`src/rtl/chngy_operand_seq_if.sv`:
```
// Signal bundle between the change-in-Y sequencer, the change record source, Y storage and the datapath.
// The master side is the sequencer; the slave side is everything around it.
interface chngy_operand_seq_if #(
  parameter int IDX_W  = 4,
  parameter int ADDR_W = 8,
  parameter int DATA_W = 48
);
  logic              chg_valid;
  logic              chg_ready;
  logic [IDX_W-1:0]  chg_row;
  logic [IDX_W-1:0]  chg_col;
  logic [DATA_W-1:0] chg_dy;

  logic              ymem_rd_en;
  logic [ADDR_W-1:0] ymem_rd_addr;
  logic [DATA_W-1:0] ymem_rd_data;
  logic              ymem_wr_en;
  logic [ADDR_W-1:0] ymem_wr_addr;
  logic [DATA_W-1:0] ymem_wr_data;

  logic              dp_enable;
  logic [DATA_W-1:0] dp_y1;
  logic [DATA_W-1:0] dp_y2;
  logic [DATA_W-1:0] dp_result;
  logic              dp_exdone;
  logic              dp_done;

  modport master (
    input  chg_valid, chg_row, chg_col, chg_dy,
    output chg_ready,
    output ymem_rd_en, ymem_rd_addr,
    input  ymem_rd_data,
    output ymem_wr_en, ymem_wr_addr, ymem_wr_data,
    output dp_enable, dp_y1, dp_y2,
    input  dp_result, dp_exdone, dp_done
  );

  modport slave (
    output chg_valid, chg_row, chg_col, chg_dy,
    input  chg_ready,
    input  ymem_rd_en, ymem_rd_addr,
    output ymem_rd_data,
    input  ymem_wr_en, ymem_wr_addr, ymem_wr_data,
    input  dp_enable, dp_y1, dp_y2,
    output dp_result, dp_exdone, dp_done
  );
endinterface

```
`src/rtl/chngy_operand_seq.sv`:
```
// Change-in-Y sequencer: takes one (row, col, dY) record, streams the affected Y entries through the
// datapath as P/D operand beats and writes every result back to Y storage.
module chngy_operand_seq #(
  parameter int N_NODES = 16,
  parameter int IDX_W   = 4,
  parameter int ADDR_W  = 8,
  parameter int DATA_W  = 48,
  parameter int CNT_W   = 16
) (
  input  logic                 clock,
  input  logic                 reset,
  chngy_operand_seq_if.master  bus,
  output logic                 busy,
  output logic [CNT_W-1:0]     chg_count,
  output logic                 err_zero_op,
  output logic                 err_proto,
  output logic                 err_range
);

  typedef enum logic [2:0] {
    S_IDLE,
    S_READ,
    S_WAIT,
    S_ISSUE,
    S_WB,
    S_FLUSH
  } state_t;

  localparam logic [IDX_W:0] N_LIM = (IDX_W+1)'(N_NODES);

  function automatic logic [ADDR_W-1:0] addr_of(input logic [IDX_W-1:0] r, input logic [IDX_W-1:0] c);
    return ADDR_W'(r) * ADDR_W'(N_NODES) + ADDR_W'(c);
  endfunction

  state_t            state_reg, state_next;
  logic [IDX_W-1:0]  row_reg;
  logic [IDX_W-1:0]  col_reg;
  logic [DATA_W-1:0] dy_reg;
  logic [DATA_W-1:0] op_reg;
  logic [1:0]        beat_reg;
  logic [1:0]        last_reg;
  logic              clean_reg;
  logic [CNT_W-1:0]  count_reg;
  logic              err_zero_reg;
  logic              err_proto_reg;
  logic              err_range_reg;

  logic              accept;
  logic              range_bad;
  logic              dy_zero;
  logic              zero_hit;
  logic              proto_hit;
  logic              wb_ok;
  logic              is_d;
  logic              is_last;
  logic [ADDR_W-1:0] cur_addr;
  logic [ADDR_W-1:0] beat_addr [4];

  // Beat order: P(r,c), D(r,r), P(c,r), D(c,c); odd beats are the diagonal D beats.
  for (genvar gi = 0; gi < 4; gi++) begin : g_beat
    localparam bit ROW_FROM_COL = (gi >= 2);
    localparam bit COL_FROM_ROW = (gi == 1) || (gi == 2);
    assign beat_addr[gi] = addr_of(ROW_FROM_COL ? col_reg : row_reg,
                                   COL_FROM_ROW ? row_reg : col_reg);
  end

  assign cur_addr  = beat_addr[beat_reg];
  assign is_d      = beat_reg[0];
  assign is_last   = (beat_reg == last_reg);
  assign range_bad = ({1'b0, bus.chg_row} >= N_LIM) || ({1'b0, bus.chg_col} >= N_LIM);
  assign dy_zero   = (bus.chg_dy == '0);

  always_ff @(posedge clock) begin
    if (reset) begin
      state_reg     <= S_IDLE;
      row_reg       <= '0;
      col_reg       <= '0;
      dy_reg        <= '0;
      op_reg        <= '0;
      beat_reg      <= '0;
      last_reg      <= '0;
      clean_reg     <= 1'b0;
      count_reg     <= '0;
      err_zero_reg  <= 1'b0;
      err_proto_reg <= 1'b0;
      err_range_reg <= 1'b0;
    end else begin
      state_reg <= state_next;
      if (accept) begin
        row_reg   <= bus.chg_row;
        col_reg   <= bus.chg_col;
        dy_reg    <= bus.chg_dy;
        beat_reg  <= 2'd0;
        last_reg  <= (bus.chg_row == bus.chg_col) ? 2'd0 : 2'd3;
        clean_reg <= 1'b1;
      end
      if (accept && range_bad) begin
        err_range_reg <= 1'b1;
      end
      if (state_reg == S_WAIT) begin
        op_reg <= bus.ymem_rd_data;
      end
      if (zero_hit) begin
        err_zero_reg <= 1'b1;
        clean_reg    <= 1'b0;
      end
      if (proto_hit) begin
        err_proto_reg <= 1'b1;
        clean_reg     <= 1'b0;
      end
      if (wb_ok && !is_last) begin
        beat_reg <= beat_reg + 2'd1;
      end
      // Aborted changes still pass through FLUSH but are not counted.
      if ((state_reg == S_FLUSH) && clean_reg) begin
        count_reg <= count_reg + CNT_W'(1);
      end
    end
  end

  always_comb begin
    state_next       = state_reg;
    accept           = 1'b0;
    zero_hit         = 1'b0;
    proto_hit        = 1'b0;
    wb_ok            = 1'b0;
    bus.chg_ready    = 1'b0;
    bus.ymem_rd_en   = 1'b0;
    bus.ymem_rd_addr = '0;
    bus.ymem_wr_en   = 1'b0;
    bus.ymem_wr_addr = '0;
    bus.ymem_wr_data = '0;
    bus.dp_enable    = 1'b0;
    bus.dp_y1        = '0;
    bus.dp_y2        = '0;

    case (state_reg)
      S_IDLE: begin
        bus.chg_ready = 1'b1;
        if (bus.chg_valid) begin
          accept = 1'b1;
          // Bad indices and zero dY are consumed without touching storage.
          if (!range_bad && !dy_zero) begin
            state_next = S_READ;
          end
        end
      end
      S_READ: begin
        bus.dp_enable    = 1'b1;
        bus.ymem_rd_en   = 1'b1;
        bus.ymem_rd_addr = cur_addr;
        state_next       = S_WAIT;
      end
      S_WAIT: begin
        bus.dp_enable = 1'b1;
        if (bus.ymem_rd_data == '0) begin
          zero_hit   = 1'b1;
          state_next = S_FLUSH;
        end else begin
          state_next = S_ISSUE;
        end
      end
      S_ISSUE: begin
        bus.dp_enable = 1'b1;
        bus.dp_y1     = op_reg;
        bus.dp_y2     = is_d ? '0 : dy_reg;
        state_next    = S_WB;
      end
      S_WB: begin
        bus.dp_enable = 1'b1;
        if (bus.dp_exdone && (bus.dp_done == is_d)) begin
          wb_ok            = 1'b1;
          bus.ymem_wr_en   = 1'b1;
          bus.ymem_wr_addr = cur_addr;
          bus.ymem_wr_data = bus.dp_result;
          state_next       = is_last ? S_FLUSH : S_READ;
        end else begin
          proto_hit  = 1'b1;
          state_next = S_FLUSH;
        end
      end
      S_FLUSH: begin
        state_next = S_IDLE;
      end
      default: begin
        state_next = S_IDLE;
      end
    endcase
  end

  assign busy        = (state_reg != S_IDLE);
  assign chg_count   = count_reg;
  assign err_zero_op = err_zero_reg;
  assign err_proto   = err_proto_reg;
  assign err_range   = err_range_reg;

endmodule

```
`src/flat_wrapper.sv`:
```
// flat-port wrapper written by rule: the top's interface ports become plain ports
module chngy_operand_seq_flat 
#(
  parameter int N_NODES = 16,
  parameter int IDX_W   = 4,
  parameter int ADDR_W  = 8,
  parameter int DATA_W  = 48,
  parameter int CNT_W   = 16
)
  (clock, reset, busy, chg_count, err_zero_op, err_proto, err_range, bus_chg_valid, bus_chg_row, bus_chg_col, bus_chg_dy, bus_chg_ready, bus_ymem_rd_en, bus_ymem_rd_addr, bus_ymem_rd_data, bus_ymem_wr_en, bus_ymem_wr_addr, bus_ymem_wr_data, bus_dp_enable, bus_dp_y1, bus_dp_y2, bus_dp_result, bus_dp_exdone, bus_dp_done);
  chngy_operand_seq_if #(.IDX_W(IDX_W), .ADDR_W(ADDR_W), .DATA_W(DATA_W)) bus_i ();
  input  logic clock;
  input  logic reset;
  output logic busy;
  output logic [CNT_W-1:0] chg_count;
  output logic err_zero_op;
  output logic err_proto;
  output logic err_range;
  input wire logic [$bits(bus_i.chg_valid)-1:0] bus_chg_valid;
  input wire logic [$bits(bus_i.chg_row)-1:0] bus_chg_row;
  input wire logic [$bits(bus_i.chg_col)-1:0] bus_chg_col;
  input wire logic [$bits(bus_i.chg_dy)-1:0] bus_chg_dy;
  output wire logic [$bits(bus_i.chg_ready)-1:0] bus_chg_ready;
  output wire logic [$bits(bus_i.ymem_rd_en)-1:0] bus_ymem_rd_en;
  output wire logic [$bits(bus_i.ymem_rd_addr)-1:0] bus_ymem_rd_addr;
  input wire logic [$bits(bus_i.ymem_rd_data)-1:0] bus_ymem_rd_data;
  output wire logic [$bits(bus_i.ymem_wr_en)-1:0] bus_ymem_wr_en;
  output wire logic [$bits(bus_i.ymem_wr_addr)-1:0] bus_ymem_wr_addr;
  output wire logic [$bits(bus_i.ymem_wr_data)-1:0] bus_ymem_wr_data;
  output wire logic [$bits(bus_i.dp_enable)-1:0] bus_dp_enable;
  output wire logic [$bits(bus_i.dp_y1)-1:0] bus_dp_y1;
  output wire logic [$bits(bus_i.dp_y2)-1:0] bus_dp_y2;
  input wire logic [$bits(bus_i.dp_result)-1:0] bus_dp_result;
  input wire logic [$bits(bus_i.dp_exdone)-1:0] bus_dp_exdone;
  input wire logic [$bits(bus_i.dp_done)-1:0] bus_dp_done;
  assign bus_i.chg_valid = bus_chg_valid;
  assign bus_i.chg_row = bus_chg_row;
  assign bus_i.chg_col = bus_chg_col;
  assign bus_i.chg_dy = bus_chg_dy;
  assign bus_chg_ready = bus_i.chg_ready;
  assign bus_ymem_rd_en = bus_i.ymem_rd_en;
  assign bus_ymem_rd_addr = bus_i.ymem_rd_addr;
  assign bus_i.ymem_rd_data = bus_ymem_rd_data;
  assign bus_ymem_wr_en = bus_i.ymem_wr_en;
  assign bus_ymem_wr_addr = bus_i.ymem_wr_addr;
  assign bus_ymem_wr_data = bus_i.ymem_wr_data;
  assign bus_dp_enable = bus_i.dp_enable;
  assign bus_dp_y1 = bus_i.dp_y1;
  assign bus_dp_y2 = bus_i.dp_y2;
  assign bus_i.dp_result = bus_dp_result;
  assign bus_i.dp_exdone = bus_dp_exdone;
  assign bus_i.dp_done = bus_dp_done;
  chngy_operand_seq #(.N_NODES(N_NODES), .IDX_W(IDX_W), .ADDR_W(ADDR_W), .DATA_W(DATA_W), .CNT_W(CNT_W)) u_core (.clock(clock), .reset(reset), .bus(bus_i), .busy(busy), .chg_count(chg_count), .err_zero_op(err_zero_op), .err_proto(err_proto), .err_range(err_range));
endmodule
```
`config.mk`:
```
export PLATFORM = sky130hd
export DESIGN_NAME = chngy_operand_seq_flat
export DESIGN_NICKNAME = d
export VERILOG_FILES = /design/src/rtl/chngy_operand_seq_if.sv /design/src/rtl/chngy_operand_seq.sv /design/src/flat_wrapper.sv
export SDC_FILE = /design/constraint.sdc
export NUM_CORES = 1
export LEC_CHECK = 0
export ABC_AREA = 1
export CORE_AREA = 2 2 132 134
export CTS_CLUSTER_SIZE = 8
export DETAILED_ROUTE_END_ITERATION = 7
export DIE_AREA = 0 0 134 136
export PLACE_DENSITY = 0.81
export SYNTH_ARGS = -nofsm -noshare
export SYNTH_HDL_FRONTEND = slang
export SYNTH_SLANG_ARGS = --single-unit
```
`constraint.sdc`:
```
create_clock -name clock -period 4.2 [get_ports clock]
set_clock_uncertainty 0.2 [all_clocks]
set_input_delay 0.63 -clock clock [delete_from_list [all_inputs] [get_ports clock]]
set_output_delay 0.63 -clock clock [all_outputs]
set_load 0.03 [all_outputs]
```
# == Yosys cells after proc, flatten, opt, wreduce, memory -nomap -nowiden ==
# Index checks and enable logic that the tools add are counted.
# Widths: inputs -> output; s select.
# op_classes
addsub,6
n_lt_le_gt_ge,1
n_eq_ne,10
muxes,31
bitwise,1
reduce_logical,12
# op_table
cell,count
$mux 48,5
$logic_not 48->1,2
$mux 8,5
$add 8x4->8,4
$add 16x1->16 const B,1
$bmux 8 s2,1
$mux 3,5
$pmux 3 s5,1
$mux 1,11
$eq 3x2->1 const B,2
$eq 3x3->1 const B,2
$mux 2,3
$eq 4x4->1,1
$ne 2x2->1 const B,2
$reduce_or 4->1,1
$eq 3x1->1 const B,1
$ge 3x3->1 const B,1
$logic_and 1x1->1,3
$logic_not 3->1,1
$not 2->3,1
$reduce_bool 3->1,1
$reduce_or 3->1,1
$add 2x1->2 const B,1
$eq 2x2->1,1
other kinds (4),4
# totals
register_bits,130
output_inout_bits,184
wordCells,72

# == Longest topological paths before layout ==
# logic_depth
word_depth,6
mapped_depth,9
ltp_nobuf,9

# == Worst setup path after synthesis ==
# Ideal clock, no wire load.
# synth_timing
path_type,in2out
start,input port bus_dp_done
end,output port bus_ymem_wr_data[10]
arrival_time_ns,1.830
required_ns,3.370
path_slack_ns,1.540
stages,7
path_buffers,2
cell_sequence,xnor2_1 > nand2_1 > nor2_4 > inv_2 > buf_6 > buf_6 > nor2_1
# synth_via
elab_chain_cells,4
# synth_lines
item,line_no,source
"start, declared",flat_wrapper.sv:35,input wire logic [$bits(bus_i.dp_done)-1:0] bus_dp_done;
$eq 1x1->1,chngy_operand_seq.sv:171,if (bus.dp_exdone && (bus.dp_done == is_d)) begin
$logic_and 1x1->1,chngy_operand_seq.sv:171,
$mux 48,chngy_operand_seq.sv:171,
$mux 48,chngy_operand_seq.sv:137,case (state_reg)
"end, declared",flat_wrapper.sv:29,output wire logic [$bits(bus_i.ymem_wr_data)-1:0] bus_ymem_wr_data;
# No other way between the ends.

# == Final worst setup path ==
# layout_timing
start,input port bus_dp_done
end,output port bus_ymem_wr_data[43]
# The elaborated chain is that of the path after synthesis.

==> results.py <==
metrics = {
    "outcome": {
        "outcome": "complete, no violations",
    },
    "clocking": {
        "htree_num_levels": 4,
        "cts_buffers": 17,
        "cts_hold_buf": 0,
        "cts_buffer_depth": 2,
        "clock_sinks": 129,
        "clkTransAtPathRegs_ps": 50,
        "insertion_delay_ps": 410,
        "postCtsResizedCells": 0,
        "post_cts_buffers": 0,
        "cts_tree": "yes",
        "root_buffer": "clkbuf_16",
    },
    "synthesis": {
        "yosysUniqueCellTypes": 27,
        "muxShareOfSynthArea_pct": 0,
        "ys_seq_area_share_pct": 40.8,
        "ys.warnings.count": 0,
        "synthesis.area_um2": 6330,
        "synthSimpleGateAreaFrac_pct": 22.4,
        "avgSynthCellArea_um2": 6.47,
        "synth_top_family_by_area": "simple AND/OR/NAND/NOR gates",
        "syn-num-nets": 1136,
        "synthAdderAreaFrac_pct": 0.198,
        "ys_ff_latch": 129,
        "synthCells": 978,
        "synth_compound_area_share_pct": 19.7,
        "synth_xor_area_share_pct": 0.692,
    },
    "layout": {
        "multi_input_area_um2": 2730,
        "regArea_um2": 2580,
        "fin_util_pct": 60.9,
        "drive_gt1_share_pct": 3.77,
        "syn_to_final_growth_pct": 62.4,
        "layout_common_cells": "339 x clkdlybuf4s50_1, 245 x nor2_1, 182 x inv_1",
        "layout_commonest_cell": "clkdlybuf4s50_1",
        "final_nets": 1445,
        "finalNonFillerCells": 1527,
        "fin_area_um2": 10300,
        "nFillCells": 1518,
    },
    "die": {
        "rows": 48,
        "die_w_um": 134,
        "chipHeight_um": 136,
        "ios": 341,
        "core-area_um2": 16900,
        "floorplan.initialDensity_pct": 37.5,
        "die-area_um2": 18200,
    },
    "global_routing": {
        "grt_pass1_wl_um": 33000,
        "grt_max_degree": 119,
        "grt_pass1_vias": 6526,
        "overflow": 0,
        "grt_antenna_before_repair": 2,
        "grt.total_usage_pct": 23.0,
    },
    "place": {
        "post_dp_cell_area_um2": 9750,
        "place_congestion": 0.856,
        "hpwl_um": 16400,
        "port_buffers": 339,
        "dp_cells": 1493,
    },
    "timing": {
        "rsz0062_at_grt": "no",
        "final.setup.tns_ps": 0,
        "slew_violations": 0,
        "fmax_ghz": 0.272,
        "period_share_pct": 87.6,
        "finalHoldViolations": 0,
        "post-route-min-period_ps": 3680,
        "setup_viol": 0,
        "slew_headroom_pct": 29.9,
        "worstMarginPinSlew_ps": 1050,
    },
    "worst_setup_path": {
        "cp_num_buf_inv": 3,
        "path_common_cell": "clkdlybuf4s50_1",
        "cp.required_ps": 3370,
        "critPathLaunchType": "input pin",
        "timing.rr.end": "u_core.dy_reg[16]",
        "slowest_stage": "clkdlybuf4s50_1",
        "critPathKind": "input pin to primary output",
        "crit_cells": 7,
        "rr_worst_depth": 6,
        "cp_cell_sequence": "clkdlybuf4s50_1, xnor2_1, nand2_1, nor2_4, inv_2, nor2_1, clkdlybuf4s50_1",
        "cpLargestDelayFamily": "buffers and inverters",
        "end_kind": "primary output",
        "rrSetupSlack_ps": 1920,
        "max_stage_delay_ps": 760,
        "path_max_fanout": 56,
        "reg2reg_from": "u_core.state_reg[0]",
        "cp_data_arrival_time_ps": 2850,
    },
    "routing": {
        "vias_per_cell": 4.66,
        "vias": 7112,
        "routedWlPerCell_um": 14.1,
        "post-route-drc-count": 0,
        "ant_nets": 0,
        "dr.pass1.iters": 5,
        "drtIter0Drc": 337,
        "wl_um": 21500,
    },
    "worst_hold_path": {
        "worstHoldEndpoint": "u_core.dy_reg[29]",
        "worstHoldStart": "u_core.dy_reg[29]",
        "holdCritPathClass": "flip-flop to flip-flop",
        "holdPathStages": 2,
    },
    "pwr": {
        "powerDensity_nw_per_um2": 342,
        "p_leak_uw": 0.00394,
        "total_power_uw": 3510,
        "ir_worst_vdd_uv": 241,
    },
    "run": {
        "drv_cap": 0,
    },
}
==> kinds of logic (layout without fill, tap and decap cells) <==
logic type	Yosys count	count (layout)
AOI/OAI and AO/OA	248	248
xor gates and xnor gates	5	5
adders and majority gates	1	1
buffers and inverters	242	564
DFF	129	129
other	1	3
and+or+nand+nor	352	352
==> Yosys cell counts <==
library cell / number / area (µm²)
a21oi_1: 122 / 611
and3_1: 1 / 6.26
buf_2: 7 / 35.0
buf_4: 2 / 15.0
buf_6: 13 / 146
clkbuf_1: 33 / 124
clkinv_1: 1 / 3.75
conb_1: 1 / 3.75
dfxtp_1: 129 / 2580
ha_1: 1 / 12.5
inv_1: 183 / 687
inv_2: 3 / 11.3
nand2_1: 69 / 259
nand2_2: 1 / 6.26
nand3_1: 15 / 75.1
nand3_2: 1 / 10.0
nand4_1: 9 / 56.3
nor2_1: 245 / 920
nor2_2: 2 / 12.5
nor2_4: 4 / 45.0
nor3_1: 3 / 15.0
o21a_1: 1 / 7.51
o21ai_0: 124 / 621
o21bai_1: 1 / 7.51
or2_1: 1 / 6.26
or2_2: 1 / 6.26
xnor2_1: 5 / 43.8
==> tightest hold or removal path: cells and delay by family, from the launching register on <==
kind	cells	cell delay, ps
AOI/OAI and AO/OA	1	50
buffers and inverters	1	60
DFF	1	290
==> layer usage <==
metal	global-route usage, %	vias up	wire (µm)	part of all wire [%]
met2	41.1	268	10900	50
met1	24.6	3169	8100	38
met4	10.8	0	751	3.5
met3	7.79	44	1820	8.5
li1	-	3631	-	-
met5	0	-	0	0
==> area by class of cell <==
| class | count | share of cell area, % |
|---|---|---|
| clock inverters | 10 | 0.596 |
| well taps | 225 | 2.74 |
| diodes | 2 | 0.0487 |
| clock buffers | 22 | 4.52 |
| flip-flops and latches | 129 | 25.1 |
| repair buffers | 345 | 33.6 |
| multi-input cells | 607 | 26.6 |
| inverters | 187 | 6.83 |
==> how the worst max path moves through the flow <==
stage / from / to / slack, ps
final: bus_dp_done / bus_ymem_wr_data[43] / 520
after global routing: bus_dp_done / bus_ymem_wr_data[43] / 290
after CTS: bus_dp_done / bus_ymem_wr_data[43] / 470
after detailed placement: bus_dp_done / bus_ymem_wr_data[43] / 490
after global placement: bus_dp_done / bus_ymem_wr_data[43] / 570
after floorplan: bus_dp_done / bus_ymem_wr_data[10] / 1540
==> per-stage QoR <==
| stage | setup WS [ps] | hold WS (ps) |
|---|---|---|
| 6_report | 522 | 250 |
| 3_3_place_gp | 566 | 237 |
| 5_1_grt | 290 | 262 |
| 3_5_place_dp | 494 | 242 |
| 4_1_cts | 474 | 252 |
| 2_1_floorplan | 1540 | 230 |
==> where the power goes <==
group,switching [µW],internal (µW)
Sequential,45.0,1380
Combinational,454,316
Clock,544,779
Note: power is estimated with default switching activity, not from simulation.
